File: config.mk
export PLATFORM = sky130hd
export DESIGN_NAME = gd_update_ctrl
export DESIGN_NICKNAME = d
export VERILOG_FILES = /design/src/rtl/gd_update_ctrl_pkg.sv /design/src/rtl/q8_8_sat_mul.sv /design/src/rtl/gd_update_ctrl.sv
export SDC_FILE = /design/constraint.sdc
export NUM_CORES = 1
export LEC_CHECK = 0
export CORE_MARGIN = 4
export CORE_UTILIZATION = 67
export CTS_CLUSTER_SIZE = 16
export DETAILED_ROUTE_END_ITERATION = 12
export PLACE_DENSITY_LB_ADDON = 0.08
export RECOVER_POWER = 100
export SLEW_MARGIN = 10
export SYNTH_ARGS = -nofsm -noshare
export SYNTH_HDL_FRONTEND = slang
export SYNTH_SLANG_ARGS = --single-unit
File: constraint.sdc
create_clock -name clk -period 10.9 [get_ports clk]
set_input_delay 2.18 -clock clk [delete_from_list [all_inputs] [get_ports clk]]
set_output_delay 2.18 -clock clk [all_outputs]
set_load 0.005 [all_outputs]
File: src/rtl/gd_update_ctrl_pkg.sv
// Shared Q8.8 constants, controller state encoding and saturation helpers
// for the gradient-descent update controller.
package gd_update_ctrl_pkg;

  localparam int FRACT_BITS = 8;
  localparam logic signed [15:0] Q8_8_MAX = 16'sh7FFF;
  localparam logic signed [15:0] Q8_8_MIN = 16'sh8000;
  localparam logic signed [32:0] WIDE_MAX = 33'sd32767;
  localparam logic signed [32:0] WIDE_MIN = -33'sd32768;

  typedef enum logic [2:0] {
    ST_IDLE   = 3'd0,
    ST_REQ    = 3'd1,
    ST_WAIT   = 3'd2,
    ST_MUL    = 3'd3,
    ST_UPDATE = 3'd4,
    ST_DONE   = 3'd5
  } state_t;

  function automatic logic is_clamped(input logic signed [32:0] v);
    return (v > WIDE_MAX) || (v < WIDE_MIN);
  endfunction

  function automatic logic [15:0] clamp16(input logic signed [32:0] v);
    if (v > WIDE_MAX) begin
      return Q8_8_MAX;
    end else if (v < WIDE_MIN) begin
      return Q8_8_MIN;
    end
    return v[15:0];
  endfunction

endpackage

File: src/rtl/q8_8_sat_mul.sv
// Combinational Q8.8 x Q8.8 signed multiply with floor rescale and
// saturation to the Q8.8 range; o_sat flags a clamped result.
module q8_8_sat_mul
  import gd_update_ctrl_pkg::*;
(
  input  logic signed [15:0] i_a,
  input  logic signed [15:0] i_b,
  output logic        [15:0] o_p,
  output logic               o_sat
);

  logic signed [31:0] w_prod;
  logic signed [31:0] w_shift;
  logic        [32:0] w_wide;

  assign w_prod  = i_a * i_b;
  assign w_shift = w_prod >>> FRACT_BITS;
  assign w_wide  = {w_shift[31], w_shift};
  assign o_p     = clamp16(w_wide);
  assign o_sat   = is_clamped(w_wide);

endmodule

File: src/rtl/gd_update_ctrl.sv
// Iterative saturating gradient-descent controller for one Q8.8 parameter:
// request gradient, scale by learning rate, subtract, repeat until small step or cap.
module gd_update_ctrl
  import gd_update_ctrl_pkg::*;
#(
  parameter int          MAX_ITER = 255,
  parameter int          ITER_W   = 16,
  parameter logic [15:0] EPS      = 16'h0004
) (
  input  logic              clk,
  input  logic              rst,
  input  logic              start,
  input  logic [15:0]       x_init,
  input  logic [15:0]       lr,
  output logic              req_valid,
  input  logic              req_ready,
  output logic [15:0]       req_x,
  input  logic              grad_valid,
  input  logic [15:0]       grad_in,
  output logic              busy,
  output logic              done,
  output logic              converged,
  output logic              sat_flag,
  output logic [15:0]       x_out,
  output logic [ITER_W-1:0] iter_count
);

  state_t              r_state;
  state_t              w_state_next;
  logic [15:0]         r_x;
  logic [15:0]         r_lr;
  logic [15:0]         r_g;
  logic [15:0]         r_step;
  logic [ITER_W-1:0]   r_iter;
  logic                r_conv;
  logic                r_sat;

  logic [15:0]         w_mul_p;
  logic                w_mul_sat;
  logic [16:0]         w_diff;
  logic [32:0]         w_diff_wide;
  logic [16:0]         w_step_abs;
  logic [ITER_W-1:0]   w_iter_inc;
  logic                w_small_step;
  logic                w_at_cap;

  q8_8_sat_mul u_mul (
    .i_a   (r_lr),
    .i_b   (r_g),
    .o_p   (w_mul_p),
    .o_sat (w_mul_sat)
  );

  // 17-bit magnitude so that 0x8000 reads as +32768 rather than wrapping.
  assign w_step_abs   = r_step[15] ? (17'd0 - {r_step[15], r_step}) : {1'b0, r_step};
  assign w_small_step = (w_step_abs <= {1'b0, EPS});
  assign w_diff       = {r_x[15], r_x} - {r_step[15], r_step};
  assign w_diff_wide  = {{16{w_diff[16]}}, w_diff};
  assign w_iter_inc   = r_iter + 1'b1;
  assign w_at_cap     = (w_iter_inc == ITER_W'(MAX_ITER));

  always_ff @(posedge clk) begin
    if (rst) begin
      r_state <= ST_IDLE;
    end else begin
      r_state <= w_state_next;
    end
  end

  always_comb begin
    w_state_next = r_state;
    case (r_state)
      ST_IDLE:   if (start) w_state_next = ST_REQ;
      ST_REQ:    if (req_ready) w_state_next = ST_WAIT;
      ST_WAIT:   if (grad_valid) w_state_next = ST_MUL;
      ST_MUL:    w_state_next = ST_UPDATE;
      ST_UPDATE: w_state_next = (w_small_step || w_at_cap) ? ST_DONE : ST_REQ;
      ST_DONE:   w_state_next = ST_IDLE;
      default:   w_state_next = ST_IDLE;
    endcase
  end

  always_ff @(posedge clk) begin
    if (rst) begin
      r_x    <= '0;
      r_lr   <= '0;
      r_g    <= '0;
      r_step <= '0;
      r_iter <= '0;
      r_conv <= 1'b0;
      r_sat  <= 1'b0;
    end else begin
      case (r_state)
        ST_IDLE: begin
          if (start) begin
            r_x    <= x_init;
            r_lr   <= lr;
            r_iter <= '0;
            r_conv <= 1'b0;
            r_sat  <= 1'b0;
          end
        end
        ST_WAIT: begin
          if (grad_valid) r_g <= grad_in;
        end
        ST_MUL: begin
          r_step <= w_mul_p;
          if (w_mul_sat) r_sat <= 1'b1;
        end
        ST_UPDATE: begin
          r_x    <= clamp16(w_diff_wide);
          r_iter <= w_iter_inc;
          if (is_clamped(w_diff_wide)) r_sat <= 1'b1;
          if (w_small_step) r_conv <= 1'b1;
        end
        default: ;
      endcase
    end
  end

  assign req_valid  = (r_state == ST_REQ);
  assign busy       = (r_state != ST_IDLE);
  assign done       = (r_state == ST_DONE);
  assign req_x      = r_x;
  assign x_out      = r_x;
  assign iter_count = r_iter;
  assign converged  = r_conv;
  assign sat_flag   = r_sat;

endmodule
==> summary.txt <==
Placement
  – Final GP Congestion: roughly 0.94
  – Dpl cells: between 2,000 and 2,500
  – # port buffers: roughly 110
  – DP HPWL: slightly above 30,000 um

Clock tree
  – CTS Hold Bufs: 0
  – CTS max path bufs: 2
  – Num Clock Sinks: 85
  – Clk_lat worst skew: approximately 0.35 ns
  – Post-CTS Repair Setup Buffers: 0
  – H-tree levels: 3
  – Post_cts resized: 0
  – Clk slew on worst S/H paths: 0.08 ns
  – Clock root buffer: clkbuf_16
  – TritonCTS clock tree: built
  – Total CTS buffers: 9

Logic synthesis
  – Compound-Gate Fraction of Synth Area: 0.1281
  – Synthesized area: between 0.015 and 0.02 mm2
  – Syn avg cell area: 8.348 um2
  – Post-synthesis mux area share: 0.007824
  – Post-synthesis simple-gate area fraction: 0.1818
  – Post-synth EDFFs: 0
  – Synth Instances: between 1,500 and 2,000
  – Sequential area share after synthesis: 0.1108
  – Yosys reg bits: 85
  – Largest family of logic cells by synthesized area: adder cells
  – Post-synth ARST share: 0
  – Synth unique cells: 75
  – Xor-xnor portion of the synthesized cell area: 0.02738
  – Yosys warns: 0
  – Synth Flop Type: dfxtp_1
  – Synth Net Count: 2,252
  – Post-Synth Adder-Cell Area: 0.4228

STA
  – Setup violators final: 0
  – Worst-margin pin slew: roughly 4.2 ns
  – Final Critical Period: 9.068 ns
  – Clk_skew: ~0.014 ns
  – Slew Viols, Final: 87
  – Max Fclk: around 0.11 GHz
  – Final hold violation count: 0
  – Final period util: 0.8319
  – Max-Slew Margin vs Limit: -1.818
  – RSZ-0062 raised after global routing: false
  – Final setup TNS: 0 ns

Layout
  – Layout cell share with drive strength beyond 1: 0.02785
  – Fill count: about 1,800
  – Non-Filler Instances: ~2,200
  – Area grow syn2layout: 8.280%
  – Ant. Diodes: 0
  – Layout Nets: between 2,000 and 2,500
  – FF/Latch Area: ~0.0017 mm2
  – Area of the multi-input gates: approximately 0.012 mm2

Route
  – First-pass DRT Iterations: 8
  – Post-Route M1 WL: approximately 16,000 um
  – Met3 wire len: 2868 um
  – Drt wl/cell: around 18 um
  – Top routing layer used: met4
  – Routed met2 length: 18,870 um
  – Post-detailed-route DRC marker count: 0
  – DRT iter0 DRCs: ~900
  – Post-Route WL: about 39,000 um
  – Antenna Nets Post-Route: 0
  – Via count: roughly 13,000
  – Avg Vias per Cell: 5.877

Run status
  – Failing checks: capacitance limit, slew limit
  – Outcome: complete, but fails checks

Worst setup path
  – Critical Path Source Type: flop
  – Worst r2r path cells: 21
  – Crit path max fanout: 17
  – Worst path slowest cell: nor3_2
  – WP data required: 10.94 ns
  – Crit path top cell by count: fa_1
  – Slowest Stage Delay on Critical Path: ~0.9 ns
  – Crit path DAT: about 9.1 ns
  – Setup CP Type: reg2reg
  – CP Capture Type: flop
  – Crit-path cells: and2_0, inv_1, fa_1, inv_1, fa_1, inv_1, fa_1, fa_1, fa_1, fa_1, inv_1, ha_1, nand2_1, o21ai_0, a211oi_1, o31ai_1, a2111oi_0, nor3_2, nand2_1, o21ai_4, a311oi_1
  – CP startpoint: r_lr[15]
  – R2R setup slack: around 1.8 ns
  – RR Startpoint: r_lr[15]
  – FF-to-FF End: r_step[1]

Global routing
  – Pin count of the biggest net entering global routing: 87
  – Vias in the first global route: roughly 13,000
  – Total GRT Usage: 0.3130
  – Initial antenna violation count: 0
  – GRT overflow: 0
  – First-pass GRT wire length: 65,060 um

Floorplan
  – I/O Pins: ~110
  – Starting density of the core: 0.6802
  – Die ar.: roughly 0.025 mm2
  – Die W: around 160 um
  – Die Ht: about 160 um
  – Core Box Area: roughly 0.023 mm2
  – FP Rows: 55

Worst hold path
  – Hold path depth: 2
  – HP Class: reg2reg
  – Endpoint, Worst Hold: converged
  – Origin of the worst min-delay path: converged

Pwr
  – Leak Pwr: 7.967 nW
  – P per Cell Area: 62.36 mW/mm2
  – Maximum vdd ir drop: between 0.00008 and 0.00009 V

Flow run
  – Max-Cap Viols: 1
## metrics by stage
| step | util | power (mW) | hold WS (ns) | setup WS [ns] | cell area, um2 |
|---|---|---|---|---|---|
| after CTS | 0.7374 | 1.039 | 0.5261 | 2.456 | 16640 |
| after global placement | 0.7231 | 0.6848 | 0.4970 | 2.777 | 16320 |
| after floorplan | - | 0.5858 | 0.4806 | 3.767 | 15350 |
| final | 0.7365 | 1.037 | 0.5161 | 1.832 | 16620 |
| after detailed placement | 0.7231 | 0.6931 | 0.5111 | 2.485 | 16320 |
| after global routing | 0.7365 | 1.089 | 0.5600 | 1.022 | 16620 |
## sequential cells by signal, summed over array words and instances (netlist names)
| name | count |
|---|---|
| iter_count | 16 |
| r_g | 16 |
| req_x | 16 |
| converged | 1 |
| r_lr | 16 |
| r_step | 16 |
| sat_flag | 1 |
| r_state | 3 |
## final cells by class
type,count,share of cell area
sequential,85,0.1024
timing repair buffer,113,0.06631
clock inverter,6,0.005720
tap,285,0.02145
multi-input combinational,1289,0.7082
clock buffer,10,0.01377
inverter,364,0.08219
## layer usage
metal / up-vias / global-route usage
li1: 5827 / -
met1: 6278 / 0.4320
met2: 464 / 0.5218
met3: 78 / 0.04737
met4: 0 / 0.08481
met5: - / 0
## power breakdown
part	switching [mW]	internal, mW
clock network	0.145	0.204
registers	0.0420	0.324
logic	0.184	0.138
total	0.371	0.666
## worst max-delay path by stage
stage	to	slack, ns
detailed placement	r_step[1]	2.48
floorplan	r_step[0]	3.77
finish	r_step[1]	1.83
global placement	r_step[0]	2.78
CTS	r_step[1]	2.46
global route	r_step[1]	1.02
## worst max-delay path: cells and delay by family, from the launching register on
family	cells	cell delay [ns]
and+or+nand+nor	4	1.57
AOI/OAI and AO/OA	6	1.96
DFF	1	0.70
buffers and inverters	4	0.43
adders and majority gates	7	4.08
## cell families after synthesis
family	Yosys count
AND/OR/NAND/NOR	581
buffers and inverters	465
adder cells (fa/ha/maj)	362
AO/OA/AOI/OAI	286
flip-flops	85
XOR/XNOR	48
multiplexers	12
## cells in the final DEF, fill, tap and decap left out, types with 4 or more instances in the layout
| cell type | netlist | final |
|---|---|---|
| o211ai_1 | 10 | 10 |
| clkdlybuf4s50_1 | 0 | 51 |
| fa_1 | 262 | 262 |
| o31ai_1 | 3 | 4 |
| mux2i_1 | 12 | 12 |
| a22oi_1 | 11 | 11 |
| or3_1 | 8 | 8 |
| a21o_1 | 13 | 13 |
| and2_1 | 121 | 120 |
| clkbuf_16 | 0 | 9 |
| buf_4 | 18 | 7 |
| nand3_1 | 17 | 17 |
| ha_1 | 98 | 98 |
| a31oi_1 | 15 | 15 |
| a31o_2 | 8 | 8 |
| nand2_1 | 255 | 255 |
| inv_1 | 364 | 364 |
| nand4_1 | 16 | 16 |
| o21a_1 | 7 | 7 |
| a221oi_1 | 14 | 14 |
| xnor2_1 | 31 | 31 |
| xor2_1 | 17 | 17 |
| nand2b_1 | 10 | 10 |
| and3_1 | 7 | 7 |
| nor4_1 | 7 | 7 |
| dfxtp_1 | 85 | 85 |
| a21oi_1 | 96 | 96 |
| nor2_1 | 80 | 80 |
| nor3_1 | 37 | 37 |
| o21ai_0 | 40 | 41 |
| dlygate4sd3_1 | 0 | 53 |
| nor2b_1 | 5 | 5 |
| a211oi_1 | 26 | 26 |
## synth_stat cells, types with 4 or more instances
library cell    n  area (um2)
o21ai_1         4       20.02
buf_2           5       25.02
fa_1          262        5245
a22oi_1        11       82.58
ha_1           98        1226
buf_6           4       45.04
a211oi_1       26       195.2
a221oi_1       14       122.6
xnor2_1        31       271.5
or3_1           8       50.05
nand3_1        17       85.08
buf_4          18       135.1
nand2b_1       10       62.56
o21a_1          7       52.55
and3_1          7       43.79
clkbuf_1       73       274.0
o21ai_0        40       200.2
nand4_1        16       100.1
nor4_1          7       43.79
nor3_1         37       185.2
dfxtp_1        85        1702
mux2i_1        12       120.1
inv_1         364        1366
a21o_1         13       97.59
a31oi_1        15       93.84
nand2_1       255       957.2
nor2b_1         5       31.28
a31o_2          8       70.07
nor2_1         80       300.3
a21oi_1        96       480.5
xor2_1         17       148.9
o211ai_1       10       75.07
and2_1        121       757.0
(Power assumes the default switching activity.)
